[config.mk]
export PLATFORM = sky130hd
export DESIGN_NAME = boot_controller
export DESIGN_NICKNAME = d
export VERILOG_FILES = /design/src/rtl/boot_controller.sv
export SDC_FILE = /design/constraint.sdc
export NUM_CORES = 1
export LEC_CHECK = 0
export BUFFER_PORTS_ARGS = -buffer_cell sky130_fd_sc_hd__buf_2
export CORE_MARGIN = 8
export CORE_UTILIZATION = 40
export DETAILED_ROUTE_END_ITERATION = 10
export PLACE_DENSITY = 0.73
export RECOVER_POWER = 100
export SYNTH_ARGS = -nofsm -noshare
export SYNTH_HDL_FRONTEND = slang
export SYNTH_SLANG_ARGS = --single-unit
[constraint.sdc]
create_clock -name clock -period 5.64 [get_ports clock]
set_input_delay 0 -clock clock [delete_from_list [all_inputs] [get_ports clock]]
set_output_delay 0 -clock clock [all_outputs]
set_load 0.02 [all_outputs]
[src/rtl/boot_controller.sv]
// Sequences CPU reset around a host program load and arbitrates the single program
// memory port between the host loader and CPU instruction fetch.
module boot_controller #(
    parameter int ADDR_W = 12,
    parameter int DEPTH  = 4096
) (
    input  logic              clock,
    input  logic              reset,
    input  logic              host_start,
    input  logic              host_valid,
    input  logic [7:0]        host_data,
    input  logic              host_last,
    output logic              host_ready,
    input  logic [ADDR_W-1:0] cpu_address,
    output logic              cpu_reset,
    output logic [7:0]        d_bus,
    output logic [ADDR_W-1:0] mem_addr,
    output logic [7:0]        mem_wdata,
    output logic              mem_we,
    input  logic [7:0]        mem_rdata,
    output logic [ADDR_W:0]   loaded_count,
    output logic [7:0]        checksum,
    output logic              error
);

    typedef enum logic [2:0] {
        IDLE,
        LOAD,
        RELEASE,
        RUN,
        ERROR
    } state_t;

    localparam logic [ADDR_W-1:0] LAST_ADDR = ADDR_W'(DEPTH - 1);

    state_t            state;
    state_t            next_state;
    logic [ADDR_W-1:0] pointer;
    logic              accept;

    // A restart request always beats a byte offered in the same cycle.
    assign accept = (state == LOAD) && host_valid && !host_start;

    always_ff @(posedge clock or posedge reset) begin
        if (reset) begin
            state <= IDLE;
        end else begin
            state <= next_state;
        end
    end

    always_comb begin
        next_state = state;
        if (host_start) begin
            next_state = LOAD;
        end else begin
            case (state)
                LOAD: begin
                    if (accept) begin
                        if (host_last) begin
                            next_state = RELEASE;
                        end else if (pointer == LAST_ADDR) begin
                            next_state = ERROR;
                        end
                    end
                end
                RELEASE: next_state = RUN;
                default: next_state = state;
            endcase
        end
    end

    always_ff @(posedge clock or posedge reset) begin
        if (reset) begin
            pointer      <= '0;
            loaded_count <= '0;
            checksum     <= '0;
            error        <= 1'b0;
        end else if (host_start) begin
            pointer      <= '0;
            loaded_count <= '0;
            checksum     <= '0;
            error        <= 1'b0;
        end else if (accept) begin
            pointer      <= pointer + 1'b1;
            loaded_count <= loaded_count + 1'b1;
            checksum     <= checksum + host_data;
            if (!host_last && pointer == LAST_ADDR) begin
                error <= 1'b1;
            end
        end
    end

    // Memory port belongs to the loader only while loading; otherwise the CPU fetches.
    always_comb begin
        host_ready = 1'b0;
        cpu_reset  = 1'b1;
        d_bus      = 8'h00;
        mem_addr   = cpu_address;
        mem_wdata  = host_data;
        mem_we     = 1'b0;
        case (state)
            LOAD: begin
                host_ready = 1'b1;
                mem_addr   = pointer;
                mem_we     = accept;
            end
            RUN: begin
                cpu_reset = 1'b0;
                d_bus     = mem_rdata;
            end
            default: begin
                host_ready = 1'b0;
            end
        endcase
    end

endmodule

==> qor.log, run 1 <==
[status] status finished, violations left
[status] violated checks max-capacitance violations, max-slew violations
[logic_synthesis] number of synthesized flops with an enable pin 0
[sta] post-route fraction of the period consumed by the critical path 48.7%
[grt] Remaining Overflow, GRT 0
[critical_path] classification of the worst setup path reg2out
[routing] average via count per standard cell 5.10
[clock_network] clock edge transition at the registers on the reported setup and hold paths 70 ps
[cells_and_area] Final nets 362
[logic_synthesis] Ys Warns 0
[grt] maximum number of pins on one net before global-route repair 44
[logic_synthesis] largest area contributor in the synthesized netlist sky130_fd_sc_hd__dfrtp_1
[logic_synthesis] most numerous cell in the Yosys netlist sky130_fd_sc_hd__dfrtp_1
[sta] Final Setup Violations 0
[clock_network] Clk Tree Root Cell sky130_fd_sc_hd__clkbuf_8
[cells_and_area] Ant. Diodes 0
[logic_synthesis] most used standard cells in the synthesized netlist sky130_fd_sc_hd__dfrtp_1 (37), sky130_fd_sc_hd__nor2_1 (27), sky130_fd_sc_hd__nand2_1 (21)
[logic_synthesis] average cell area after synthesis 9.34 sq um
[cells_and_area] fraction of layout instances using a drive strength above 1 16.6%
[critical_path] kind of start point of the critical path flop
[pwr] static leakage 1.19 nW
[critical_path] data arrival at the endpoint of the critical path 2750 ps
[logic_synthesis] Synth Net Count 287
[floorplanning] placement row count 27
[sta] Fmax 364 MHz
[sta] pin slew with the least headroom to its limit 1980 ps
[floorplanning] Die Footprint 8370 sq um
[logic_synthesis] share of synthesized flip-flops with an asynchronous set or reset 100%
[floorplanning] core box area 5510 sq um
[logic_synthesis] Yosys top cell area share 40.6%
[cells_and_area] Non-Filler Cell Area, Final 2710 sq um
[sta] Setup TNS 0 ps
[hold_path] hold crit path type in2reg
[logic_synthesis] post-synthesis register bit count 37
[clock_network] number of sinks handled by clock tree synthesis 37
[job] number of maximum-capacitance violations 2
[routing] 1st-pass router iterations 4
[routing] remaining design rule violation count 0
[clock_network] clk buf depth 2
[logic_synthesis] register area share after synthesis 40.6%
[cells_and_area] utilization of the core after routing 49.2%
[floorplanning] Die Y-Extent 91.5 um
[logic_synthesis] number of library cell types mapped by synthesis 41
[sta] WHS 19.1 ps
[sta] minimum clock period after layout 2750 ps
[placement] placed wire-length estimate after detailed placement 4260 um
[placement] Port Buffer Count 85
[routing] number of DRC violations after detailed-routing iteration 0 88
[sta] final number of max-transition violations 52
[floorplanning] top-level port count 86
[grt] GRT Util Overall 13.7%
[critical_path] CP endpoint kind output port
[sta] setup repair after global routing missed its margin no
[routing] total detailed-routing wirelength 5610 um
[placement] final weighted congestion in routability-driven placement 0.798
[critical_path] critical path peak fanout 13
[placement] total placed instance area 2700 sq um
[pwr] peak ir drop on the vdd network 0.000134 V
[sta] clk_skew 1.97 ps
[grt] antenna violations before repair 0
[clock_network] count of cells resized by post-cts repair 0
[logic_synthesis] dominant synthesized flop cell sky130_fd_sc_hd__dfrtp_1
[clock_network] CTS buffer count 5
[grt] vias in the first global route 2086
[clock_network] clock tree from TritonCTS yes
[routing] Final ANT Viol Nets 0
[pwr] power density of the placed cells 232 nW/um^2
[clock_network] count of H-tree levels built during CTS 2
[sta] Slew headroom -32.1%
[clock_network] Clock Latency Late Sink 290 ps
[cells_and_area] relative area change from synthesis to final layout 18.9%
[floorplanning] Starting Density 41.4%
[floorplanning] Die W 91.5 um
[sta] final hold violation count 0
[routing] number of vias after detailed routing 1995
[logic_synthesis] Synth Instances 244
[routing] wire per inst 14.3 um
[logic_synthesis] cell types occupying the most area after synthesis sky130_fd_sc_hd__dfrtp_1 (41%), sky130_fd_sc_hd__mux2_2 (6.4%), sky130_fd_sc_hd__ha_1 (4.9%)
[grt] wire length of the first global-routing pass 9560 um
[critical_path] required time reported for the critical path endpoint 5640 ps
[logic_synthesis] Syn Std Cell Area 2280 sq um
-- final timing paths --
| path | from | to | slack, ps | cells after the start |
|---|---|---|---|---|
| setup / recovery | state[1]$_DFFE_PP0P_ | mem_addr[1] | 2890 | 3 |
| hold reg to reg | error$_DFFE_PP0P_ | error$_DFFE_PP0P_ | 520 | 2 |
| hold / removal | host_last | state[1]$_DFFE_PP0P_ | 20 | 3 |
| setup reg to reg | state[1]$_DFFE_PP0P_ | pointer[7]$_DFFE_PP0P_ | 3430 | 4 |
| max in group asynchronous | reset | pointer[0]$_DFFE_PP0P_ | 3520 | 4 |
| min in group asynchronous | reset | loaded_count[12]$_DFFE_PP0P_ | 980 | 4 |
-- report_power, final --
| group | internal (mW) | switching [mW] |
|---|---|---|
| Sequential | 0.276 | 0.0120 |
| Clock | 0.0969 | 0.0883 |
| Combinational | 0.0585 | 0.0974 |
-- through the flow --
step	power (mW)	instances	setup WS (ps)
2_1_floorplan	0.409	244	3700
3_3_place_gp	0.453	383	3540
3_5_place_dp	0.458	383	3460
4_1_cts	0.646	391	3440
5_1_grt	0.665	391	2600
6_report	0.629	391	2890
-- state kept, by name, summed over array words and instances, names as in the netlist --
name and flops:
state 3, pointer 12, checksum 8, error 1, loaded_count 13
-- cell type report --
| class | count | area, sq um |
|---|---|---|
| Tap cell | 72 | 90.1 |
| Sequential cell | 37 | 926 |
| Fill cell | 574 | 2800 |
| Clock buffer | 7 | 86.3 |
| Timing Repair Buffer | 87 | 374 |
| Inverter | 5 | 18.8 |
| Multi-Input combinational cell | 183 | 1210 |
-- layer usage --
| metal | part of all wire (%) | routed length (um) | GRT usage, % |
|---|---|---|---|
| met1 | 44 | 2450 | 15.7 |
| met2 | 48 | 2700 | 22.9 |
| met3 | 6.6 | 369 | 4.44 |
| met4 | 1.4 | 81 | 5.46 |
| met5 | 0 | 0 | 0 |
-- critical path, stage by stage (launching register included) --
cell                       delay [ps]
sky130_fd_sc_hd__dfrtp_1          430
sky130_fd_sc_hd__nor3b_1         1390
sky130_fd_sc_hd__mux2_2           370
sky130_fd_sc_hd__clkbuf_1         260
-- cell usage in the layout (no fill, tap or decap), types with 9 or more instances in the layout --
cell                       count
sky130_fd_sc_hd__nor2_1       27
sky130_fd_sc_hd__buf_2        33
sky130_fd_sc_hd__nand2_1      21
sky130_fd_sc_hd__nand3_1      11
sky130_fd_sc_hd__clkbuf_1     54
sky130_fd_sc_hd__ha_1          9
sky130_fd_sc_hd__a21oi_1      17
sky130_fd_sc_hd__and2_1        9
sky130_fd_sc_hd__mux2_2       13
sky130_fd_sc_hd__dfrtp_1      37
sky130_fd_sc_hd__xor2_1       10
sky130_fd_sc_hd__xnor2_1       9
-- cells by family (layout without fill, tap and decap cells) --
group,after synthesis,count (layout),share of synthesized area [%]
mux,14,14,6.86
fa+ha+maj,10,10,5.82
xor+xnor,19,19,7.30
buf+inv,24,99,5.55
flops,37,37,40.6
simple gates,100,100,23.1
compound gates,40,40,10.7
-- what timing repair did --
item,in CTS,in global routing
endpoints found under the hold margin,37,0
buffers inserted,0,0
hold buffers,1,0
Note: power is estimated with default switching activity, not from simulation.
==> run 2: changes to the inputs <==
==> constraint.sdc (replaced) <==
create_clock -name clock -period 2.7 [get_ports clock]
set_input_delay 0 -clock clock [delete_from_list [all_inputs] [get_ports clock]]
set_output_delay 0 -clock clock [all_outputs]
set_load 0.02 [all_outputs]
==> run 2 against run 1 <==
Critical endpoint is now checksum[6]$_DFFE_PP0P_. Design area rose by 0.88%. Final cell count rose by 1.0%. The run now ends clean. Sequential power rose by 110%. Critical path type is now reg2reg.
==> qor.log, run 2 (synthesis gave the netlist of run 1 again) <==
[routing] wire per inst 14.7 um [+2.4%]
[floorplanning] Starting Density 41.4% [unchanged]
[floorplanning] Die Y-Extent 91.5 um [unchanged]
[grt] Remaining Overflow, GRT 0 [unchanged]
[floorplanning] top-level port count 86 [unchanged]
[routing] Final ANT Viol Nets 0 [unchanged]
[routing] total detailed-routing wirelength 5800 um [+3.4%]
[sta] Final Setup Violations 0 [unchanged]
[grt] wire length of the first global-routing pass 9640 um [+0.87%]
[pwr] Cell Int Power 0.907 mW [+110%]
[pwr] share of power burned in combinational logic 24.7% [about the same]
[cells_and_area] Filler Cell Count 582 [+1.4%]
[grt] antenna violations before repair 0 [unchanged]
[hold_path] hold crit path type in2reg
[pwr] clock share of power 30.3% [+0.9 points]
[clock_network] clk buf depth 2 [unchanged]
[pwr] peak ir drop on the vdd network 0.000207 V [+55%]
[critical_path] critical path peak fanout 3 [-10]
[routing] 1st-pass router iterations 4 [unchanged]
[sta] final hold violation count 0 [unchanged]
[pwr] power density of the placed cells 489 nW/um^2 [+110%]
[sta] minimum clock period after layout 2070 ps
[sta] clk_skew 5.46 ps [+3.49 ps]
[cells_and_area] Ant. Diodes 0 [unchanged]
[placement] Port Buffer Count 85 [unchanged]
[sta] setup repair after global routing missed its margin no
[critical_path] required time reported for the critical path endpoint 2860 ps [-2780 ps]
[placement] final weighted congestion in routability-driven placement 0.848 [+6.3%]
[placement] worst slack at placement 665 ps [-2800 ps]
[clock_network] number of sinks handled by clock tree synthesis 37 [unchanged]
[cells_and_area] register bank with the most flops loaded_count
[critical_path] classification of the worst setup path reg2reg
[sta] pin slew with the least headroom to its limit 941 ps [-1040 ps]
[sta] Slew headroom 37.3% [+69 points]
[cells_and_area] Final nets 365 [+0.83%]
[grt] GRT Util Overall 13.7% [about the same]
[grt] vias in the first global route 2058 [-1.3%]
[status] status complete, no violations
[grt] maximum number of pins on one net before global-route repair 44 [unchanged]
[cells_and_area] commonest cells after routing, fill and taps aside sky130_fd_sc_hd__clkbuf_1 (54), sky130_fd_sc_hd__dfrtp_1 (37), sky130_fd_sc_hd__buf_2 (34)
[sta] final number of max-transition violations 0 [-100%]
[routing] average via count per standard cell 5.20 [+2.0%]
[cells_and_area] final cell count without fillers 395 [+1.0%]
[sta] Fmax 483 MHz
[floorplanning] Die Footprint 8370 sq um [unchanged]
[cells_and_area] number of flip-flops under the largest register name 13 [unchanged]
[critical_path] kind of start point of the critical path flop
[sta] post-route fraction of the period consumed by the critical path 76.6%
[critical_path] CP endpoint kind flop
[placement] cell count after placement 386 [+0.78%]
[clock_network] count of H-tree levels built during CTS 2 [unchanged]
[floorplanning] core box area 5510 sq um [unchanged]
[floorplanning] Die W 91.5 um [unchanged]
[placement] placed wire-length estimate after detailed placement 4380 um [+2.7%]
[critical_path] data arrival at the endpoint of the critical path 2230 ps [-520 ps]
[clock_network] setup repair bufs after CTS 0 [unchanged]
[pwr] Switching Share 32.2% [+0.75 points]
[cells_and_area] relative area change from synthesis to final layout 20.0%
[routing] remaining design rule violation count 0 [unchanged]
[cells_and_area] top flop regs loaded_count (13), pointer (12), checksum (8)
[clock_network] clock tree from TritonCTS yes
[pwr] post-route total power 1.34 mW [+110%]
[clock_network] Clock Latency Late Sink 280 ps [about the same]
[cells_and_area] sequential cell area in the final layout 926 sq um [unchanged]
[routing] number of vias after detailed routing 2055 [+3.0%]
[clock_network] CTS buffer count 5 [unchanged]
[routing] number of DRC violations after detailed-routing iteration 0 108 [+23%]
[cells_and_area] footprint of the multi-input gates 1210 sq um [unchanged]
[pwr] sequential power share 44.9% [-0.9 points]
[cells_and_area] fraction of layout instances using a drive strength above 1 17.6% [+1.0 points]
[clock_network] Clk Tree Root Cell sky130_fd_sc_hd__clkbuf_8
[clock_network] clock edge transition at the registers on the reported setup and hold paths 70 ps [about the same]
[pwr] static leakage 1.20 nW [+1.4%]
[sta] Setup TNS 0 ps [unchanged]
[job] number of maximum-capacitance violations 0 [-2]
[cells_and_area] most common cell after layout, fill and taps aside sky130_fd_sc_hd__clkbuf_1
[sta] setup slack of the critical path after layout 631 ps [-2260 ps]
[pwr] P_sw 0.430 mW [+120%]
[floorplanning] placement row count 27 [unchanged]
==> run 2: cell types whose count changed in the layout (fill, tap and decap cells not counted), sizes merged <==
cell    delta
clkbuf     +1
clkinv     +2
buf        +1
==> run 2: final cells by class <==
class,instances,area share (%)
tap,72,3.30
clock inverter,2,0.503
multi-input combinational,183,44.4
timing repair buffer,90,14.2
clock buffer,6,3.02
sequential,37,33.9
inverter,5,0.686
==> run 2: routing by layer <==
metal | global-route usage [%] | vias up | share of wire, %
li1 | - | 1007 | -
met1 | 15.9 | 983 | 44
met2 | 23.6 | 61 | 49
met3 | 4.20 | 4 | 6.1
met4 | 3.82 | 0 | 0.62
met5 | 0 | - | 0
==> run 2: critical path, cell delays in order, from the launching register on <==
cell	delay, ps
sky130_fd_sc_hd__dfrtp_1	400
sky130_fd_sc_hd__ha_1	230
sky130_fd_sc_hd__fa_1	430
sky130_fd_sc_hd__a211oi_1	370
sky130_fd_sc_hd__o21bai_1	120
sky130_fd_sc_hd__a21oi_1	200
sky130_fd_sc_hd__or4_1	130
sky130_fd_sc_hd__nand3_1	70
==> run 2: worst paths after layout <==
check | start | end | slack, ps | cells past startpoint
setup / recovery | checksum[0]$_DFFE_PP0P_ | checksum[6]$_DFFE_PP0P_ | 630 | 7
hold / removal | host_last | state[1]$_DFFE_PP0P_ | 20 | 3
setup reg to reg | checksum[0]$_DFFE_PP0P_ | checksum[6]$_DFFE_PP0P_ | 630 | 7
hold reg to reg | error$_DFFE_PP0P_ | error$_DFFE_PP0P_ | 510 | 2
max in group asynchronous | reset | checksum[1]$_DFFE_PP0P_ | 1570 | 4
min in group asynchronous | reset | loaded_count[7]$_DFFE_PP0P_ | 550 | 4
==> run 2: power groups by stage <==
stage,combinational (mW),clock (mW),sequential [mW]
2_1_floorplan,0.226,0,0.628
6_report,0.331,0.406,0.601
3_3_place_gp,0.345,0,0.610
3_5_place_dp,0.350,0,0.612
4_1_cts,0.353,0.423,0.601
5_1_grt,0.366,0.436,0.605
==> run 2: stage by stage <==
step / instance area, sq um / hold WS [ps] / utilization (%)
finish: 2730 / 21.5 / 49.6
global route: 2730 / 43.0 / 49.6
CTS: 2830 / 12.3 / 51.4
detailed placement: 2720 / 138 / 49.4
global placement: 2720 / 145 / 49.4
floorplan: 2280 / 113 / -
==> run 2: what timing repair did <==
action | 4_1_cts | 5_1_grt
resized for setup | 0 | 0
hold endpoints to repair | 37 | 0
hold buffers | 1 | 0
==> run 3: changes to the inputs <==
--- a/config.mk
+++ b/config.mk
@@ -9,7 +9,7 @@
 export CORE_MARGIN = 8
 export CORE_UTILIZATION = 40
 export DETAILED_ROUTE_END_ITERATION = 10
-export PLACE_DENSITY = 0.73
+export PLACE_DENSITY = 0.76
 export RECOVER_POWER = 100
 export SYNTH_ARGS = -nofsm -noshare
 export SYNTH_HDL_FRONTEND = slang
==> constraint.sdc (replaced) <==
create_clock -name clock -period 1.7 [get_ports clock]
set_input_delay 0 -clock clock [delete_from_list [all_inputs] [get_ports clock]]
set_output_delay 0 -clock clock [all_outputs]
set_load 0.02 [all_outputs]
==> run 3 against run 2 <==
The run now ends with negative setup slack left. Largest cell class unchanged. Setup slack worse by 710 ps. Design area grew 20%. Critical path depth did not move. Worst hold slack improved by 80 ps. Non-clock buffer count grew 20. Via count grew 4.3%. Final cell count grew 4.8%. Critical path type unchanged. Utilization rose by 9.8 points. Sequential share of layout area fell by 5.5 points. Critical endpoint unchanged. Register-to-register slack got worse by 710 ps.
==> qor.log, run 3 (synthesis gave the netlist of run 1 again) <==
[status] status finished, violations left
[status] violated checks negative setup slack
[cells_and_area] Ant. Diodes 0 [unchanged]
[clock_network] clock edge transition at the registers on the reported setup and hold paths 70 ps [about the same]
[sta] Setup TNS -173 ps [-173 ps]
[pwr] static leakage 1.58 nW [+31%]
[critical_path] classification of the worst setup path reg2reg
[placement] total placed instance area 2920 sq um [+7.3%]
[placement] worst slack at placement -74.6 ps [-739 ps]
[sta] final number of max-transition violations 0 [unchanged]
[grt] maximum number of pins on one net before global-route repair 44 [unchanged]
[clock_network] clock tree from TritonCTS yes
[clock_network] Clk Tree Root Cell sky130_fd_sc_hd__clkbuf_8
[cells_and_area] Non-Filler Cell Area, Final 3280 sq um [+20%]
[clock_network] clk buf depth 2 [unchanged]
[floorplanning] top-level port count 86 [unchanged]
[job] number of maximum-capacitance violations 0 [unchanged]
[sta] setup slack of the critical path after layout -75.0 ps [-706 ps]
[pwr] peak ir drop on the vdd network 0.000477 V [+130%]
[cells_and_area] relative area change from synthesis to final layout 43.8%
[clock_network] CTS buffer count 5 [unchanged]
[sta] Slew headroom 49.4% [+12 points]
[pwr] post-route total power 2.46 mW [+84%]
[sta] Fmax 563 MHz [+17%]
[cells_and_area] number of flip-flops under the largest register name 13 [unchanged]
[floorplanning] Starting Density 41.4% [unchanged]
[clock_network] number of sinks handled by clock tree synthesis 37 [unchanged]
[critical_path] Buf+Inv Stages, Crit Path 0 [unchanged]
[critical_path] depth of the critical timing path with buffers and inverters included 7 [unchanged]
[critical_path] data arrival at the endpoint of the critical path 1940 ps [-290 ps]
[cells_and_area] Final nets 385 [+5.5%]
[floorplanning] placement row count 27 [unchanged]
[placement] Port Buffer Count 85 [unchanged]
[sta] setup repair after global routing missed its margin yes
[grt] vias in the first global route 2220 [+7.9%]
[critical_path] startpoint of the worst setup timing path checksum[0]$_DFFE_PP0P_
[cells_and_area] commonest cells after routing, fill and taps aside sky130_fd_sc_hd__buf_2 (68), sky130_fd_sc_hd__dfrtp_1 (34), sky130_fd_sc_hd__nor2_1 (26)
[cells_and_area] most common cell after layout, fill and taps aside sky130_fd_sc_hd__buf_2
[clock_network] count of H-tree levels built during CTS 2 [unchanged]
[grt] antenna violations before repair 0 [unchanged]
[pwr] power density of the placed cells 750 nW/um^2 [+53%]
[critical_path] CP endpoint kind flop
[sta] minimum clock period after layout 1780 ps [-294 ps]
[cells_and_area] fraction of layout instances using a drive strength above 1 42.7% [+25 points]
[grt] wire length of the first global-routing pass 10600 um [+10%]
[critical_path] slowest cell delay on critical path 420 ps [about the same]
[critical_path] slowest stage cell on the critical path sky130_fd_sc_hd__dfrtp_2
[cells_and_area] utilization of the core after routing 59.5% [+9.8 points]
[placement] placed wire-length estimate after detailed placement 4540 um [+3.7%]
[floorplanning] Die W 91.5 um [unchanged]
[critical_path] Reg-to-Reg End checksum[6]$_DFFE_PP0P_
[critical_path] Reg2Reg Setup Slack -80 ps [-710 ps]
[floorplanning] core box area 5510 sq um [unchanged]
[routing] wire per inst 15.5 um [+5.6%]
[grt] Remaining Overflow, GRT 0 [unchanged]
[sta] clk_skew 7.20 ps [+1.74 ps]
[clock_network] Clock Latency Late Sink 290 ps [about the same]
[routing] number of DRC violations after detailed-routing iteration 0 91 [-16%]
[placement] final weighted congestion in routability-driven placement 0.821 [-3.2%]
[routing] number of vias after detailed routing 2144 [+4.3%]
[floorplanning] Die Y-Extent 91.5 um [unchanged]
[routing] Final ANT Viol Nets 0 [unchanged]
[critical_path] critical path peak fanout 3 [unchanged]
[sta] final hold violation count 0 [unchanged]
[cells_and_area] register bank with the most flops loaded_count
[routing] average via count per standard cell 5.18 [-0.46%]
[hold_path] Hold Crit Start host_valid
[sta] Final Setup Violations 3 [+3]
[routing] total detailed-routing wirelength 6420 um [+11%]
[routing] remaining design rule violation count 0 [unchanged]
[routing] 1st-pass router iterations 6 [+2]
[hold_path] count of cells along the worst hold path 3 [unchanged]
[critical_path] source of the worst register-to-register timing path checksum[0]$_DFFE_PP0P_
[hold_path] hold crit path type in2reg
[critical_path] required time reported for the critical path endpoint 1870 ps [-990 ps]
[hold_path] end point of the worst hold path state[0]$_DFFE_PP0P_
[critical_path] cell breakdown of the critical path ha_4 > fa_2 > a211oi_4 > o21bai_1 > a21oi_2 > or4_1 > nand3_1
[critical_path] cell family contributing the most delay on the critical path adder cells
[sta] pin slew with the least headroom to its limit 759 ps [-182 ps]
[floorplanning] Die Footprint 8370 sq um [unchanged]
[critical_path] count of cells along the worst register-to-register path 7 [unchanged]
[grt] GRT Util Overall 15.4% [+1.7 points]
[critical_path] kind of start point of the critical path flop
[sta] post-route fraction of the period consumed by the critical path 104% [+28 points]
[cells_and_area] top flop regs loaded_count (13), pointer (12), checksum (8)
-- run 3: changes by cell type in the layout (fill, tap and decap cells not counted), moves of 5 or more --
cell	change
sky130_fd_sc_hd__clkbuf_1	-49
sky130_fd_sc_hd__buf_4	+18
sky130_fd_sc_hd__ha_4	+5
sky130_fd_sc_hd__mux2_4	+12
sky130_fd_sc_hd__mux2_2	-12
sky130_fd_sc_hd__buf_6	+17
sky130_fd_sc_hd__ha_1	-5
sky130_fd_sc_hd__buf_2	+34
-- run 3: timing repair --
item | 4_1_cts | 5_1_grt
endpoints found under the hold margin | 38 | 0
buffers inserted | 1 | 1
hold buffers | 2 | 0
gates cloned | 1 | 0
pin swaps | 3 | 7
resized for setup | 44 | 13
setup endpoints to repair | 15 | 28
-- run 3: per-layer routing --
metal | wire (um) | track usage (%) | share of wire (%) | vias up
li1 | - | - | - | 1039
met1 | 2760 | 17.2 | 43 | 1036
met2 | 3170 | 26.7 | 49 | 61
met3 | 388 | 4.94 | 6.0 | 8
met4 | 95 | 5.59 | 1.5 | 0
met5 | 0 | 0 | 0 | -
-- run 3: final cells by class --
class / instances / area, sq um
Inverter: 5 / 18.8
Fill cell: 473 / 2230
Clock inverter: 2 / 35.0
Clock buffer: 5 / 68.8
Sequential cell: 37 / 930
Tap cell: 72 / 90.1
Timing Repair Buffer: 110 / 706
Multi-Input combinational cell: 183 / 1430
-- run 3: worst register-to-register path: cells and delay by family, from the launching register on --
kind / cells / cell delay [ps]
flops: 1 / 420
simple gates: 2 / 180
fa+ha+maj: 2 / 560
compound gates: 3 / 500
-- run 3: per-stage QoR --
| step | cells | hold slack (ps) |
|---|---|---|
| 6_report | 414 | 101 |
| 5_1_grt | 414 | 103 |
| 4_1_cts | 413 | 91.6 |
| 3_5_place_dp | 402 | 140 |
| 3_3_place_gp | 402 | 139 |
| 2_1_floorplan | 244 | 113 |
-- run 3: worst max path at each step --
stage / endpoint / slack [ps]
2_1_floorplan: checksum[7]$_DFFE_PP0P_ / -70
3_3_place_gp: checksum[7]$_DFFE_PP0P_ / -40
3_5_place_dp: checksum[7]$_DFFE_PP0P_ / -70
4_1_cts: checksum[6]$_DFFE_PP0P_ / -90
5_1_grt: checksum[7]$_DFFE_PP0P_ / -150
6_report: checksum[6]$_DFFE_PP0P_ / -80
-- run 3: power by group --
part	leakage (nW)	total [mW]	switching, mW	internal [mW]
registers	0.502	0.953	0.0368	0.917
logic	1.03	0.765	0.396	0.369
clock network	0.0540	0.737	0.311	0.427
